--- config.mk ---
export PLATFORM = sky130hd
export DESIGN_NAME = i2c_ebr_write_sequencer
export DESIGN_NICKNAME = d
export VERILOG_FILES = /design/src/rtl/i2c_ebr_write_sequencer_pkg.sv /design/src/rtl/i2c_ebr_write_sequencer_sync_pulse.sv /design/src/rtl/i2c_ebr_write_sequencer.sv
export SDC_FILE = /design/constraint.sdc
export NUM_CORES = 1
export LEC_CHECK = 0
export ABC_CLOCK_PERIOD_IN_PS = 1900
export BUFFER_PORTS_ARGS = -buffer_cell sky130_fd_sc_hd__buf_2
export CAP_MARGIN = 20
export CORE_MARGIN = 3
export CORE_UTILIZATION = 44
export CTS_CLUSTER_SIZE = 10
export DETAILED_ROUTE_END_ITERATION = 10
export GPL_ROUTABILITY_DRIVEN = 0
export PLACE_DENSITY = 0.67
export SYNTH_ARGS = -nofsm -noshare
export SYNTH_HDL_FRONTEND = slang
export SYNTH_HIERARCHICAL = 1
export SYNTH_SLANG_ARGS = --single-unit
--- constraint.sdc ---
create_clock -name clock -period 1.9 [get_ports clock]
set_input_delay 0.19 -clock clock [delete_from_list [all_inputs] [get_ports clock]]
set_output_delay 0.19 -clock clock [all_outputs]
set_load 0.02 [all_outputs]
--- src/rtl/i2c_ebr_write_sequencer_pkg.sv ---
// Shared definitions for the I2C EBR write sequencer: FSM encoding and EBR geometry.
package i2c_ebr_write_sequencer_pkg;

  typedef enum logic [1:0] {
    ST_IDLE = 2'd0,
    ST_FILL = 2'd1,
    ST_DONE = 2'd2
  } state_t;

  localparam int unsigned EBR_DEPTH  = 512;
  localparam int unsigned EBR_ADDR_W = 9;

endpackage

--- src/rtl/i2c_ebr_write_sequencer_sync_pulse.sv ---
// sync_pulse: STAGES-flop synchronizer followed by a rising-edge detector that emits a
// single-cycle pulse in the destination clock domain.
module sync_pulse #(
  parameter int unsigned STAGES = 2
) (
  input  logic clock,
  input  logic reset,
  input  logic d,
  output logic pulse
);

  logic [STAGES-1:0] chain;
  logic              last;

  always_ff @(posedge clock) begin
    if (reset) begin
      chain <= '0;
      last  <= 1'b0;
    end else begin
      chain <= {chain[STAGES-2:0], d};
      last  <= chain[STAGES-1];
    end
  end

  assign pulse = chain[STAGES-1] & ~last;

endmodule

--- src/rtl/i2c_ebr_write_sequencer.sv ---
// Brings the SCL-timed byte strobes into the system clock domain and sequences writes into
// two 512x8 EBRs. Optional running checksum: define EBR_WRITE_SEQUENCER_CHECKSUM_EN.
module i2c_ebr_write_sequencer
  import i2c_ebr_write_sequencer_pkg::*;
#(
  parameter int unsigned SYNC_STAGES  = 2,
  parameter int unsigned DEPTH        = EBR_DEPTH,
  parameter int unsigned IDLE_TIMEOUT = 65535
) (
  input  logic                     clock,
  input  logic                     reset,
  input  logic                     ebr_select,
  input  logic                     ebr_wren,
  input  logic [7:0]               ebr_data_in,
  output logic [$clog2(DEPTH)-1:0] wr_addr,
  output logic [7:0]               wr_data,
  output logic [1:0]               wr_en,
  output logic [1:0]               loaded,
  output logic                     overflow,
  output logic                     busy
`ifdef EBR_WRITE_SEQUENCER_CHECKSUM_EN
  ,
  output logic [7:0]               checksum,
  output logic                     checksum_valid
`endif
);

  localparam int unsigned       AW        = $clog2(DEPTH);
  localparam logic [AW-1:0]     LAST_ADDR = AW'(DEPTH - 1);
  localparam logic [15:0]       TMO_LIMIT = 16'(IDLE_TIMEOUT - 1);

  state_t        state, state_d;
  logic          evt;
  logic          sel;
  logic [AW-1:0] addr_next;
  logic [15:0]   tmo_cnt;
  logic          timeout;
  logic          new_sel;
  logic          do_write, restart, set_over, set_load, clr_load;

  sync_pulse #(.STAGES(SYNC_STAGES)) u_wren_sync (
    .clock (clock),
    .reset (reset),
    .d     (ebr_wren),
    .pulse (evt)
  );

  assign new_sel = (ebr_select != sel);
  assign timeout = (tmo_cnt >= TMO_LIMIT);
  assign busy    = (state == ST_FILL);

  always_ff @(posedge clock) begin
    if (reset) state <= ST_IDLE;
    else       state <= state_d;
  end

  // A byte event always takes priority over an expiring timeout.
  always_comb begin
    state_d = state;
    case (state)
      ST_IDLE: if (evt) state_d = ST_FILL;
      ST_FILL: begin
        if (evt) begin
          if (!new_sel && addr_next == LAST_ADDR) state_d = ST_DONE;
        end else if (timeout) begin
          state_d = ST_IDLE;
        end
      end
      ST_DONE: begin
        if (evt) begin
          if (new_sel) state_d = ST_FILL;
        end else if (timeout) begin
          state_d = ST_IDLE;
        end
      end
      default: state_d = ST_IDLE;
    endcase
  end

  always_comb begin
    do_write = 1'b0;
    restart  = 1'b0;
    set_over = 1'b0;
    set_load = 1'b0;
    clr_load = 1'b0;
    case (state)
      ST_IDLE: if (evt) begin
        do_write = 1'b1;
        restart  = 1'b1;
      end
      ST_FILL: if (evt) begin
        do_write = 1'b1;
        if (new_sel) begin
          restart  = 1'b1;
          clr_load = 1'b1;
        end else if (addr_next == LAST_ADDR) begin
          set_load = 1'b1;
        end
      end
      ST_DONE: if (evt) begin
        if (new_sel) begin
          do_write = 1'b1;
          restart  = 1'b1;
        end else begin
          set_over = 1'b1;
        end
      end
      default: ;
    endcase
  end

  always_ff @(posedge clock) begin
    if (reset) begin
      wr_en     <= '0;
      wr_addr   <= '0;
      wr_data   <= '0;
      addr_next <= '0;
      sel       <= 1'b0;
      loaded    <= '0;
      overflow  <= 1'b0;
      tmo_cnt   <= '0;
    end else begin
      wr_en <= '0;
      if (do_write) begin
        wr_en     <= ebr_select ? 2'b10 : 2'b01;
        wr_addr   <= restart ? '0 : addr_next;
        wr_data   <= ebr_data_in;
        addr_next <= restart ? AW'(1) : addr_next + 1'b1;
      end
      if (restart)  sel                <= ebr_select;
      if (clr_load) loaded[ebr_select] <= 1'b0;
      if (set_load) loaded[sel]        <= 1'b1;
      if (set_over) overflow           <= 1'b1;
      if (evt || state_d == ST_IDLE) tmo_cnt <= '0;
      else if (tmo_cnt != '1)         tmo_cnt <= tmo_cnt + 16'd1;
    end
  end

`ifdef EBR_WRITE_SEQUENCER_CHECKSUM_EN
  always_ff @(posedge clock) begin
    if (reset) begin
      checksum       <= '0;
      checksum_valid <= 1'b0;
    end else begin
      if (do_write) checksum <= restart ? ebr_data_in : checksum + ebr_data_in;
      checksum_valid <= (state_d == ST_DONE) && (state != ST_DONE);
    end
  end
`endif

endmodule

==> results of run 1 <==
==> routing by layer <==
metal / wire length, um / vias to the layer above / part of all wire (%)
met1: 2470 / 973 / 49
met3: 193 / 6 / 3.8
met5: 0 / - / 0
li1: - / 1099 / -
met4: 48 / 0 / 0.95
met2: 2350 / 34 / 46
==> logic make-up after synthesis <==
group,Yosys count
simple gates,136
flops,53
compound gates,50
buf+inv,21
xor+xnor,15
fa+ha+maj,8
==> cell usage after synthesis, drive strengths merged <==
cell	number	area share [%]
dfxtp	53	44
nand2	39	6.1
nor2	32	5.0
a21oi	24	5.0
nand3	17	3.6
nor3	12	2.5
clkbuf	9	1.4
xor2	9	3.6
ha	8	4.2
and3	6	1.6
buf	6	1.9
inv	6	0.94
nand4	6	1.6
o21ai	6	1.3
xnor2	6	2.2
a211oi	5	2.5
and4	5	1.8
nor2b	5	1.4
nand2b	4	1.0
a31oi	3	0.79
a21o	2	0.63
and3b	2	0.73
nand3b	2	0.63
nor3b	2	0.63
o211ai	2	0.63
o32ai	2	0.73
a2111o	1	0.52
a22o	1	0.37
a22oi	1	0.31
a41oi	1	0.37
and2	1	0.26
nor4	1	0.26
o22ai	1	0.26
o31ai	1	0.31
or2	1	0.26
or3	1	0.26
==> cell usage in the layout (no fill, tap or decap), types with 3 or more instances in the layout <==
cell	synthesis	final
nor2_2	0	3
nand4_1	6	6
o21ai_0	6	6
buf_4	0	35
nand3_1	17	16
clkbuf_8	0	6
xor2_1	8	8
xnor2_1	6	6
dfxtp_1	53	47
a31oi_1	3	3
and3_1	6	5
ha_2	0	3
nand2_1	39	38
nor3_1	12	7
buf_2	3	34
ha_1	8	3
a21oi_1	24	22
nand2b_1	4	4
nor2b_1	4	3
nor3_2	0	5
and4_1	5	5
inv_1	6	6
dfxtp_2	0	6
nor2_1	32	28
==> registers in the layout (all words and copies together), names as in the netlist <==
signal and count:
addr_next 9, overflow 1, u_wren_sync/chain 2, tmo_cnt 16, sel 1, wr_data 8, wr_addr 9, wr_en 2
state 2, loaded 2, u_wren_sync/last 1
==> layout make-up <==
cell class	count	area, um^2
fill	468	2050
sequential	53	1070
clock buffer	7	86.3
tap	70	87.6
inverter	6	22.5
clock inverter	1	30.0
timing repair buffer	71	480
multi-input combinational	209	1350
==> power groups by stage <==
stage               Clock (mW)  Combinational, mW  Sequential, mW
floorplan                    0             0.0789            1.16
global placement             0              0.141            1.16
detailed placement           0              0.142            1.16
CTS                      0.799              0.148            1.13
global route             0.850              0.167            1.13
finish                   0.772              0.150            1.13
==> worst max path at each step <==
| stage | end | slack [ns] | depth (start not counted) |
|---|---|---|---|
| floorplan | tmo_cnt[1] | -0.05 | 11 |
| global placement | tmo_cnt[11] | -0.07 | 10 |
| detailed placement | tmo_cnt[11] | -0.11 | 10 |
| CTS | tmo_cnt[8] | -0.08 | 10 |
| global route | tmo_cnt[4] | -0.20 | 10 |
| finish | tmo_cnt[11] | -0.13 | 10 |
==> metrics by stage <==
step / instances / setup WS (ns) / total power, mW / setup TNS [ns]
detailed placement: 404 / -0.114 / 1.30 / -2.00
CTS: 415 / -0.0797 / 2.08 / -1.23
floorplan: 283 / -0.0477 / 1.24 / -0.448
global placement: 404 / -0.0663 / 1.30 / -0.955
global route: 417 / -0.198 / 2.15 / -3.95
finish: 417 / -0.128 / 2.05 / -1.97
==> repair_timing <==
action / in CTS / in global routing
gates resized for setup: 7 / 17
gates cloned: 1 / 0
pin swaps: 1 / 10
setup endpoints to repair: 33 / 41
endpoints found under the hold margin: 0 / 0
setup buffers: 2 / 2
==> summary.md, run 1 <==
| Metric | Value |
|---|---|
| Fmax achieved | `493 MHz` |
| PnR worst setup slack | `-0.128 ns` |
| Cts bufs inserted | `5` |
| Fin area | `3120 um^2` |
| Final Util | `60.4%` |
| Mapped Cells | `283` |
| Die height | `79.7 um` |
| Comb pwr share | `7.3%` |
| Leak | `1.23 nW` |
| Grt total ovfl | `0` |
| Pint | `1.62 mW` |
| DRT iter0 DRCs | `98` |
| Clock share of power | `37.6%` |
| GRT met2 Usage | `29.4%` |
| Failing checks | `negative setup slack` |
| Crit path DAT | `2.23 ns` |
| Clock-pin slew on the worst setup and hold paths | `0.09 ns` |
| I/O Buffers | `34` |
| WL final | `5060 um` |
| DRC violations left | `0` |
| Post-synthesis mux area share | `0%` |
| Hold crit path type | `input pin to flop` |
| Synthesis-stage register bit count | `53` |
| Worst r2r path cells | `10` |
| Post-route antenna net violation count | `0` |
| Max VDD drop | `0.422 mV` |
| NetSw | `0.434 mW` |
| Hold path start | `ebr_wren` |
| Row cnt | `26` |
| WHS | `0.0966 ns` |
| Initial Utilization | `46.2%` |
| Synth Area in Compound Gates | `13.7%` |
| Vias | `2112` |
| RSZ-0062 raised after global routing | `yes` |
| CTS root buffer | `clkbuf_8` |
| Reg2Reg Capture Point | `tmo_cnt[11]` |
| Reg2Reg Setup Slack | `-0.13 ns` |
| Vias in the first global route | `2083` |
| Max_cap viols | `0` |
| Adder-Cell Fraction of Synth Area | `4.19%` |
| Synth Cell Area | `2390 um^2` |
| Largest net degree at the start of global routing | `34` |
| Hold Vio Cnt, Final | `0` |
| WHS Endpoint | `u_wren_sync/chain[0]` |
| HPWL after DPL | `3600 um` |
| Core ar. | `5170 um^2` |
| Number of diodes | `0` |
| DIE AREA | `6350 um^2` |
| Clock skew | `0.00631 ns` |
| Synth Area per Inst | `8.45 um^2` |
| Hold path cells | `2` |
| Worst setup path class | `flop to flop` |
| CTS hold repair buffers | `0` |
| Area Overhead vs Synth | `30.6%` |
| PD cells | `657 nW/um^2` |
| # IOs | `35` |
| Critical Path Sink Type | `flop` |
| Initial antenna violation count | `0` |
| Netlist cell types | `43` |
| GRT Total Usage | `17.7%` |
| M3 GR Usage | `3.95%` |
| Top delay family on crit path | `simple AND/OR/NAND/NOR gates` |
| CP peak stage delay | `0.50 ns` |
| Sequential share of power | `55.1%` |
| Minimum clock period | `2.03 ns` |
| Worst setup SP type | `flop` |
| Syn_nets | `303` |
| Slowest stage cell on the critical path | `a2111o_2` |
| H-tree depth | `2` |
| Required time worst endpoint | `2.10 ns` |
| Ys Warns | `6` |
| Max_slew headroom | `77.2%` |
| CTS tree | `built` |
| Largest family of logic cells by synthesized area | `simple AND/OR/NAND/NOR gates` |
| Clock sink count | `53` |
| Clk_lat worst skew | `0.30 ns` |
| Grt met1 use | `23.1%` |
| Chip width | `79.7 um` |
| Status | `complete, but fails checks` |
| DP Area | `2860 um^2` |
| Switching fraction of total power | `21.2%` |
| Crit. Startpoint | `addr_next[4]` |
| Vias/cell | `5.06` |
| Final #Nets | `366` |
| Cell chain of the critical path | `and3_4, nand2_4, nor2_4, ha_4, nand2b_1, a2111o_2, a21oi_2, or3_4, buf_12, nor3_2` |
| Layout cells sized above 1 | `32.9%` |
| XOR/XNOR share of the synthesized area | `5.81%` |
| CTS max path bufs | `2` |
| Crit path max fanout | `8` |
| Worst Tran Pin Value | `0.339 ns` |
| RR Startpoint | `addr_next[4]` |
| Final Setup Violations | `16` |
| Global route hottest layer | `met2` |
| Slew Viols, Final | `0` |
| Global-route wire length before repair | `9200 um` |
| Simple-gate portion of the synthesized area | `27.7%` |
| Drt first pass iters | `4` |
| Crit path buf inv count | `1` |
| Fin crit share | `107%` |
| Seq/Total Area, Yosys | `44.4%` |
| WL/cell | `12.1 um` |
No activity file was read; power rests on OpenSTA's default activity.
==> run 2: changes to the inputs <==
- CTS_CLUSTER_DIAMETER: unset -> 100
- RECOVER_POWER: unset -> 50
==> run 2 against run 1 <==
The flow still finishes with violations (negative setup slack). Register-to-register slack is essentially flat. Non-clock buffer count unchanged. Clock power about the same. Global-route usage unchanged. Critical path depth stayed put. Sequential power is essentially flat. Combinational power about the same. Worst setup slack improved by 0.0012 ns. Routed wire length barely moved. Clock-buffer cell count is the same. Maximum frequency about the same. Largest power group unchanged. Highest routed layer unchanged.
==> summary.md, run 2 (same netlist as run 1, synthesis figures left out) <==
| Metric | Value |
|---|---|
| Status | `complete, but fails checks` |
| Number of diodes | `0` |
| Grt total ovfl | `0` |
| DIE AREA | `6350 um^2` |
| Clk_lat worst skew | `0.30 ns` |
| WHS | `0.0965 ns` |
| Fin crit share | `107%` |
| Vias/cell | `5.06` |
| Final Util | `59.8%` |
| Leading registers by flop count | `tmo_cnt: 16 flops, addr_next: 9 flops, wr_addr: 9 flops` |
| Post-route antenna net violation count | `0` |
| CTS root buffer | `clkbuf_8` |
| RSZ-0062 raised after global routing | `yes` |
| HPWL after DPL | `3600 um` |
| Worst Tran Pin Value | `1.34 ns` |
| Hold crit path type | `input pin to flop` |
| Slew Viols, Final | `0` |
| Global-route wire length before repair | `9200 um` |
| Leak | `1.14 nW` |
| Max FFs per register | `16` |
| GRT Total Usage | `17.7%` |
| Post-placement cell count | `404` |
| Clock sink count | `53` |
| Fmax achieved | `493 MHz` |
| Chip width | `79.7 um` |
| DRC violations left | `0` |
| WL final | `5060 um` |
| Row cnt | `26` |
| WL/cell | `12.1 um` |
| Die height | `79.7 um` |
| Area Overhead vs Synth | `29.5%` |
| Initial Utilization | `46.2%` |
| Failing checks | `negative setup slack` |
| Max_slew headroom | `10.8%` |
| Clock skew | `0.00636 ns` |
| Required time worst endpoint | `2.10 ns` |
| PnR worst setup slack | `-0.127 ns` |
| Largest net degree at the start of global routing | `34` |
| Most frequent cells in the layout | `dfxtp_1, nand2_1, buf_4, nor2_1, a21oi_1` |
| CTS tree | `built` |
| Final #Nets | `366` |
| # IOs | `35` |
| Crit path max fanout | `8` |
| Clock-pin slew on the worst setup and hold paths | `0.09 ns` |
| Crit path DAT | `2.23 ns` |
| Vias in the first global route | `2083` |
| Largest reg by FF count | `tmo_cnt` |
| Initial antenna violation count | `0` |
| Core ar. | `5170 um^2` |
| CTS max path bufs | `2` |
| Cts bufs inserted | `5` |
| DRT iter0 DRCs | `104` |
| Worst setup path class | `flop to flop` |
| Fill count | `486` |
| Max VDD drop | `0.422 mV` |
| Layout cells sized above 1 | `27.1%` |
| Critical Path Sink Type | `flop` |
| Final Instance Count excl. Fillers | `417` |
| Minimum clock period | `2.03 ns` |
| Hold Vio Cnt, Final | `0` |
| Worst setup SP type | `flop` |
| I/O Buffers | `34` |
| Tot Pwr | `2.05 mW` |
| Multi-input gate area | `1350 um^2` |
| H-tree depth | `2` |
| Final Setup Violations | `16` |
| Register area | `1070 um^2` |
| Drt first pass iters | `4` |
| Commonest non-fill, non-tap cell in the layout | `dfxtp_1` |
| Max_cap viols | `0` |
| CTS hold repair buffers | `0` |
| PD cells | `662 nW/um^2` |
| Vias | `2111` |
-- run 2: cell types whose count changed in the layout (fill, tap and decap cells not counted), sizes merged --
cell	change
buf	-20
clkbuf	+20
-- run 2: critical path: stages, from the launching register on --
cell	delay, ns
dfxtp_2	0.34
and3_4	0.21
nand2_4	0.06
nor2_4	0.12
ha_4	0.14
nand2b_1	0.06
a2111o_2	0.50
a21oi_2	0.14
or3_4	0.18
buf_12	0.14
nor3_2	0.04
-- run 2: routing by layer --
layer	global-route usage (%)	share of wire, %
met4	4.47	0.95
met5	0	0
met2	29.4	46
met1	23.1	49
met3	3.95	3.8
-- run 2: per-stage QoR --
stage                     setup WS (ns)  setup TNS, ns  cell area, um^2
after global placement          -0.0663         -0.955             2860
final                            -0.127          -1.95             3100
after floorplan                 -0.0477         -0.448             2430
after detailed placement         -0.114          -2.00             2860
after CTS                       -0.0797          -1.23             3040
after global routing             -0.198          -4.37             3100
-- run 2: path summary, 6_finish.rpt --
check                                       endpoint  cells past startpoint  slack [ns]                  from
worst max register to register           tmo_cnt[11]                     10       -0.13          addr_next[4]
worst min register to register  u_wren_sync/chain[1]                      1        0.45  u_wren_sync/chain[0]
worst min-delay path            u_wren_sync/chain[0]                      2         0.1              ebr_wren
worst max-delay path                     tmo_cnt[11]                     10       -0.13          addr_next[4]
-- run 2: layout make-up --
cell class	instances	share of cell area, %
multi-input combinational	209	43.5
clock buffer	7	2.79
tap	70	2.83
timing repair buffer	71	14.6
clock inverter	1	0.970
sequential	53	34.5
inverter	6	0.728
-- run 2: what timing repair did --
action	CTS	global route
gates resized for setup	7	17
endpoints found under the setup margin	33	41
buffers inserted	2	2
cloned	1	0
hold endpoints to repair	0	0
pin swaps	1	10
-- run 2: power by group --
part	switching (mW)	internal (mW)
Combinational	0.0842	0.0627
Clock	0.342	0.430
Sequential	0.00737	1.12
Total	0.434	1.61
==> run 3: changes to the inputs <==
- REMOVE_ABC_BUFFERS: unset -> 1
==> run 3 against run 2 <==
Routed wire length rose by 6.1%. Critical path type unchanged. Sequential share of layout area fell by 0.32 points. Largest cell class unchanged. Sequential power barely moved. Combinational power rose by 8%. Design area rose by 0.81%. The flow still finishes with violations (negative setup slack).
==> summary.md, run 3 (same netlist as run 1, synthesis figures left out) <==
| Metric | Value |
|---|---|
| Drt first pass iters | `4` |
| # IOs | `35` |
| Place WS | `-0.144 ns` |
| Final #Nets | `368` |
| Largest net degree at the start of global routing | `34` |
| Area Overhead vs Synth | `30.5%` |
| WL final | `5370 um` |
| Max VDD drop | `0.351 mV` |
| Worst Tran Pin Value | `1.38 ns` |
| Tot Pwr | `1.96 mW` |
| Fin crit share | `104%` |
| Reg2Reg Capture Point | `tmo_cnt[1]` |
| WHS Endpoint | `wr_data[4]` |
| Hold Vio Cnt, Final | `0` |
| Hold crit path type | `input pin to flop` |
| Clock skew | `0.0118 ns` |
| Leading registers by flop count | `tmo_cnt: 16 flops, addr_next: 9 flops, wr_addr: 9 flops` |
| Max_cap viols | `0` |
| Clk_lat worst skew | `0.31 ns` |
| Max FFs per register | `16` |
| Clock-pin slew on the worst setup and hold paths | `0.10 ns` |
| Vias/cell | `5.18` |
| Post-route antenna net violation count | `0` |
| Vias | `2172` |
| PD cells | `628 nW/um^2` |
| DRT iter0 DRCs | `122` |
| RSZ-0062 raised after global routing | `yes` |
| DRC violations left | `0` |
| GRT Total Usage | `16.9%` |
| Clock sink count | `53` |
| H-tree depth | `2` |
| DIE AREA | `6350 um^2` |
| Number of diodes | `0` |
| I/O Buffers | `34` |
| Layout cells sized above 1 | `27.8%` |
| Cts bufs inserted | `5` |
| CTS root buffer | `clkbuf_8` |
| Worst setup SP type | `flop` |
| Initial antenna violation count | `0` |
| CTS max path bufs | `2` |
| RR Startpoint | `addr_next[0]` |
| Largest reg by FF count | `tmo_cnt` |
| Crit path DAT | `2.18 ns` |
| Final Setup Violations | `16` |
| Max_slew headroom | `7.93%` |
| Failing checks | `negative setup slack` |
| Required time worst endpoint | `2.10 ns` |
| Die height | `79.7 um` |
| Status | `complete, but fails checks` |
| Initial Utilization | `46.2%` |
| Commonest non-fill, non-tap cell in the layout | `dfxtp_1` |
| CTS hold repair buffers | `0` |
| WL/cell | `12.8 um` |
| Chip width | `79.7 um` |
| DP Area | `2870 um^2` |
| Fmax achieved | `505 MHz` |
| Most frequent cells in the layout | `dfxtp_1, nand2_1, buf_4, nor2_1, a21oi_1` |
| PnR worst setup slack | `-0.0821 ns` |
| Crit path max fanout | `8` |
| Worst setup path class | `flop to flop` |
| Slew Viols, Final | `0` |
| Hold path cells | `3` |
| Row cnt | `26` |
| Core ar. | `5170 um^2` |
| Leak | `1.15 nW` |
| Global-route wire length before repair | `8540 um` |
| HPWL after DPL | `3650 um` |
| Worst r2r path cells | `10` |
| Fin area | `3120 um^2` |
| Critical Path Sink Type | `flop` |
| Hold path start | `ebr_data_in[4]` |
| Minimum clock period | `1.98 ns` |
| CTS tree | `built` |
| Reg2Reg Setup Slack | `-0.08 ns` |
| Grt total ovfl | `0` |
| Vias in the first global route | `1872` |
## run 3: changes by cell type in the layout (fill, tap and decap cells not counted), moves of 2 or more
cell and change:
nor2_1 -3, nor2_4 +3, clkbuf_1 -2, buf_12 +2
nor3_2 -3, nor3_1 +3
## run 3: worst max path at each step
stage / cells after the start / slack (ns) / endpoint / start
3_5_place_dp: 10 / -0.14 / tmo_cnt[12] / addr_next[4]
6_report: 10 / -0.08 / tmo_cnt[1] / addr_next[0]
2_1_floorplan: 7 / -0.59 / addr_next[3] / state[1]
4_1_cts: 10 / -0.12 / tmo_cnt[11] / addr_next[4]
5_1_grt: 10 / -0.18 / tmo_cnt[11] / addr_next[0]
3_3_place_gp: 10 / -0.08 / tmo_cnt[11] / addr_next[5]
## run 3: worst max-delay path: stages (launching register included)
cell and delay, ns:
dfxtp_2 0.37, ha_4 0.15, nand3_2 0.06, nor2_1 0.11, ha_2 0.21, nand2b_1 0.06
a2111o_2 0.43, a21oi_2 0.12, or3_4 0.16, clkbuf_16 0.16, a211oi_4 0.03
## run 3: power by group
part	total (mW)	switching (mW)	leakage, nW	internal, mW
registers	1.13	0.00790	0.431	1.12
clock network	0.669	0.402	0.0447	0.267
logic	0.159	0.0884	0.673	0.0710
total	1.96	0.499	1.15	1.46
## run 3: layer usage
layer	share of wire [%]	track usage, %	vias up
met5	0	0	-
met4	2.0	6.87	0
met3	4.8	3.95	8
met2	47	28.2	55
met1	46	21.0	1001
li1	-	-	1108
## run 3: stage by stage
step | std cells | utilization [%] | TNS, ns | hold slack, ns
after floorplan | 268 | - | -14.54 | 0.259
after global placement | 408 | 55.4 | -1.69 | 0.414
after detailed placement | 408 | 55.4 | -2.82 | 0.418
after CTS | 416 | 57.4 | -1.78 | 0.0830
after global routing | 419 | 60.3 | -4.43 | 0.0920
final | 419 | 60.3 | -1.06 | 0.0998
## run 3: layout make-up
class,instances,area (um^2)
clock buffer,5,68.8
inverter,6,22.5
tap,70,87.6
sequential,53,1070
timing repair buffer,73,492
fill,481,2050
clock inverter,3,25.0
multi-input combinational,209,1360
## run 3: what timing repair did
| action | CTS | global route |
|---|---|---|
| pin swaps | 0 | 11 |
| endpoints found under the setup margin | 35 | 39 |
| gates cloned | 0 | 1 |
| buffers inserted | 0 | 2 |
| gates resized for setup | 5 | 31 |
